--- src/rtl/mic_volume_meter.sv ---
// Mic volume meter: windowed peak |mic_in - MIDPOINT| quantised to 0..16 with attack/decay smoothing.
// Outputs update one cycle after the window-completing strobe; accepts a strobe every cycle, no back-pressure.
module mic_volume_meter #(
    parameter int unsigned WINDOW_SAMPLES = 4000,
    parameter int unsigned MIDPOINT       = 2048,
    parameter int unsigned DECAY_STEP     = 1
) (
    input  logic        clk,
    input  logic        rst,
    input  logic        sample_valid,
    input  logic [11:0] mic_in,
    output logic [4:0]  volume,
    output logic [4:0]  level_raw,
    output logic        volume_valid
);

    localparam int unsigned CNT_W = (WINDOW_SAMPLES > 1) ? $clog2(WINDOW_SAMPLES) : 1;
    localparam logic [CNT_W-1:0] CNT_LAST = CNT_W'(WINDOW_SAMPLES - 1);
    localparam logic [12:0]      MID      = 13'(MIDPOINT);
    // A step above the full scale behaves exactly like a step of 16.
    localparam logic [4:0]       STEP     = 5'((DECAY_STEP > 16) ? 16 : DECAY_STEP);
    localparam logic [10:0]      AMP_MAX  = 11'h7ff;

    logic [CNT_W-1:0] cnt_q, cnt_d;
    logic [10:0]      peak_q, peak_d;
    logic [4:0]       volume_q, volume_d;
    logic [4:0]       level_q, level_d;
    logic             vld_q, vld_d;

    logic [12:0] mic_ext;
    logic [12:0] diff;
    logic [10:0] amp;
    logic [10:0] peak_max;
    logic [4:0]  lvl;
    logic [4:0]  vol_dec;
    logic [4:0]  vol_next;

    always_comb begin
        mic_ext = {1'b0, mic_in};
        if (mic_ext >= MID) begin
            diff = mic_ext - MID;
        end else begin
            diff = MID - mic_ext;
        end
        amp      = (diff > 13'(AMP_MAX)) ? AMP_MAX : diff[10:0];
        peak_max = (amp > peak_q) ? amp : peak_q;
        lvl      = (peak_max == AMP_MAX) ? 5'd16 : {1'b0, peak_max[10:7]};

        // Decay floors at zero and never drops below the new window's level.
        vol_dec = (volume_q > STEP) ? (volume_q - STEP) : 5'd0;
        if (lvl >= volume_q) begin
            vol_next = lvl;
        end else if (lvl > vol_dec) begin
            vol_next = lvl;
        end else begin
            vol_next = vol_dec;
        end
    end

    always_comb begin
        cnt_d    = cnt_q;
        peak_d   = peak_q;
        volume_d = volume_q;
        level_d  = level_q;
        vld_d    = 1'b0;
        if (sample_valid) begin
            if (cnt_q == CNT_LAST) begin
                cnt_d    = '0;
                peak_d   = '0;
                level_d  = lvl;
                volume_d = vol_next;
                vld_d    = 1'b1;
            end else begin
                cnt_d  = cnt_q + 1'b1;
                peak_d = peak_max;
            end
        end
    end

    always_ff @(posedge clk) begin
        if (rst) begin
            cnt_q    <= '0;
            peak_q   <= '0;
            volume_q <= '0;
            level_q  <= '0;
            vld_q    <= 1'b0;
        end else begin
            cnt_q    <= cnt_d;
            peak_q   <= peak_d;
            volume_q <= volume_d;
            level_q  <= level_d;
            vld_q    <= vld_d;
        end
    end

    assign volume       = volume_q;
    assign level_raw    = level_q;
    assign volume_valid = vld_q;

endmodule

--- config.mk ---
export PLATFORM = sky130hd
export DESIGN_NAME = mic_volume_meter
export DESIGN_NICKNAME = d
export VERILOG_FILES = /design/src/rtl/mic_volume_meter.sv
export SDC_FILE = /design/constraint.sdc
export NUM_CORES = 1
export LEC_CHECK = 0
export BUFFER_PORTS_ARGS = -buffer_cell sky130_fd_sc_hd__clkbuf_2
export CAP_MARGIN = 20
export CORE_ASPECT_RATIO = 1.1
export CORE_UTILIZATION = 64
export CTS_CLUSTER_SIZE = 16
export DETAILED_ROUTE_END_ITERATION = 7
export PLACE_DENSITY = 0.94
export SLEW_MARGIN = 20
export SYNTH_ARGS = -nofsm -noshare
export SYNTH_HDL_FRONTEND = slang
export SYNTH_SLANG_ARGS = --single-unit
--- constraint.sdc ---
create_clock -name clk -period 9.9 [get_ports clk]
set_input_delay 0.99 -clock clk [delete_from_list [all_inputs] [get_ports clk]]
set_output_delay 0.99 -clock clk [all_outputs]
set_load 0.02 [all_outputs]
==> results.cfg <==
[setup_path]
critPathMaxStageDelay_ns = 0.91
crit_chain = clkbuf_2 -> nor3_1 -> a21oi_1 -> a31oi_1 -> ha_1 -> o21ai_0 -> a21oi_1 -> o21a_1 -> o21ai_2 -> mux2i_1 -> nand2_1 -> o21ai_0 -> ha_1 -> nand2b_1 -> a21o_1 -> a21oi_1 -> nor2_1 -> a2111oi_1 -> inv_1 -> o32a_1 -> nand2_1
cp-end-kind = register
rrSetupSlack_ns = 4.91
timing.critical_path.required_ns = 10.15
critPathSlowestCell = a2111oi_1
critPathBufInv = 2
worstSetupPathType = primary input to register
ff2ff_path_depth = 18
cp_common_cell = a21oi_1
r2r-start = peak_q[6]
worst-path-max-fanout = 23
cp_top_family = compound AO/OA/AOI/OAI gates
arrival_ns = 6.56
start_kind = primary input
r2r_end = volume[3]

[die]
rows = 23
die_w_um = 61.9
die_area_um2 = 4200
fp.dieH_um = 67.9
start_util = 0.680
core_um2 = 3710
ioPinCount = 26

[cts]
hold_buffers = 0
htreeDepth = 2
cts-buffers-inserted = 5
post-cts-setup-buffers = 0
cts_resized = 0
cts_sinks = 34
cts_tree = yes
cts_root_buf = clkbuf_8
clk_pin_slew_worst_paths_ns = 0.08
cts_buffer_depth = 2
insertion_delay_ns = 0.30

[sta]
post-route-min-period_ns = 6.31
fin_worst_skew_ns = 0.0113
setup_viol = 0
max_slew_margin = 0.281
finalMaxSlewViolations = 0
tightestPinTransition_ns = 1.08
hold_viol = 0
fin_crit_sh = 0.637
setup_slack_ns = 3.59
setup-tns-final_ns = 0
rsz0062_at_grt = no
timing.fmax_mhz = 159

[hold_path]
hold_class = register to register
min_from = level_raw[0]
hold_path_depth = 2
min_to = level_raw[0]

[grt]
overflow = 0
grt_pass1_wl_um = 8910
grt_max_degree = 24
track_usage = 0.289
antenna_found_initial = 0
grt_pass1_vias = 2034

[cells_and_area]
diodes = 0
drive_gt1_frac = 0.141
area_growth_pct = 9.66
fin_nets = 387

[drt]
avgViaCountPerCell = 5.95
drt-pass1-iter-count = 5
vias = 2367
route.met2.wl_um = 2620
route.detailed.drc = 0
wl_per_cell_um = 14.1
drtIter0Drc = 241
met3WireLength_um = 343
m1WireLength_um = 2590
wl_um = 5620
detail-route-antenna-nets = 0
highest_layer = met4

[placement]
io_buffer_count = 25
place_ws_ns = 3.49
hpwl_um = 4120
place.gp.congestion = 1.00

[logic_synthesis]
synthArstFlopShare = 0
yosysUniqueCellTypes = 57
synth_top_cell_by_area = dfxtp_1
yosys.area.top_type_share = 0.269
synthTopCellsByArea = dfxtp_1, ha_1, nor2_1
yosysWarnings = 0
syn_inst = 324
synth-main-ff-cell = dfxtp_1
syn_nets = 364
synth_edf_count = 0
avgSynthCellArea_um2 = 7.80
synthesis.area_um2 = 2530
ys_ff_latch = 34
yosysSeqAreaShare = 0.269

[power_and_ir_drop]
p_leak_nw = 1.14
p_per_area_nw_per_um2 = 127
peakVddDrop_uv = 120

[flow_run]
maxCapViolations = 0

[outcome]
status = finished clean
## cell type report
class                           count  area, um^2
Clock buffer                        6        82.6
Sequential cell                    34         681
Timing Repair Buffer               25         125
Tap cell                           50        62.6
Inverter                           27         104
Clock inverter                      2        12.5
Fill cell                         276         942
Multi-Input combinational cell    254        1700
## worst max path at each step
stage / start / to / slack (ns) / cells after the start
floorplan: mic_in[2] / volume[3] / 4.16 / 23
global placement: mic_in[0] / volume[3] / 3.64 / 21
detailed placement: mic_in[0] / volume[3] / 3.49 / 21
CTS: mic_in[0] / volume[3] / 3.77 / 21
global route: mic_in[11] / volume[3] / 3.25 / 21
finish: mic_in[11] / volume[3] / 3.59 / 21
## where the power goes
group          internal (mW)  total [mW]  switching [mW]
Combinational         0.0391      0.0952          0.0561
Sequential             0.141       0.145         0.00344
Clock                 0.0559       0.113          0.0567
## per-layer routing
metal / vias up / GRT usage
li1: 1184 / -
met1: 1095 / 0.370
met2: 82 / 0.470
met3: 6 / 0.0605
met4: 0 / 0.114
met5: - / 0
## cell usage after synthesis, drive strengths merged (2+ instances only)
cell type / instances
ha: 25
and2: 3
nand2b: 4
o21a: 2
inv: 27
a211oi: 2
a32oi: 2
nand3: 10
mux2i: 4
buf: 6
o211ai: 2
nor3: 11
o21ai: 16
nand4: 7
nand2: 31
a21oi: 16
dfxtp: 34
and3: 4
clkbuf: 3
a2bb2oi: 4
nor2: 47
xor2: 8
a31oi: 2
xnor2: 11
nor4: 3
o22ai: 3
nor2b: 4
o21bai: 2
o22a: 2
mux2: 3
a21o: 2
a22oi: 7
or2: 2
## stage by stage
step	hold WS [ns]	cells	instance area (um^2)	power, mW	utilization
6_report	0.449	398	2770	0.352	0.746
5_1_grt	0.482	398	2770	0.372	0.746
4_1_cts	0.448	398	2770	0.351	0.746
3_5_place_dp	0.437	390	2680	0.240	0.721
3_3_place_gp	0.436	390	2680	0.237	0.721
2_1_floorplan	0.454	324	2530	0.218	-
## cells by family (layout without fill, tap and decap cells)
group	after synthesis	in the layout	synth area share
and+or+nand+nor	132	132	0.257
AOI/OAI and AO/OA	71	71	0.197
buffers and inverters	36	60	0.0565
DFF	34	34	0.269
adders and majority gates	25	25	0.124
xor gates and xnor gates	19	19	0.0659
muxes	7	7	0.0307
## placed cells by master (no fill, tap or decap), drive strengths merged, types with 8 or more instances in the layout
master  count
a21oi      16
clkbuf     31
dfxtp      34
ha         25
inv        27
nand2      31
nand3      10
nor2       47
nor3       11
o21ai      16
xnor2      11
xor2        8
## registers in the layout, summed over array words and instances, names as in the netlist
name,flops
peak_q,11
cnt_q,12
volume,5
level_raw,5
volume_valid,1
## tightest hold or removal path: cells and delay by family (launching register included)
kind | cells | cell delay [ns]
and+or+nand+nor | 2 | 0.09
DFF | 1 | 0.32
(Power assumes the default switching activity.)
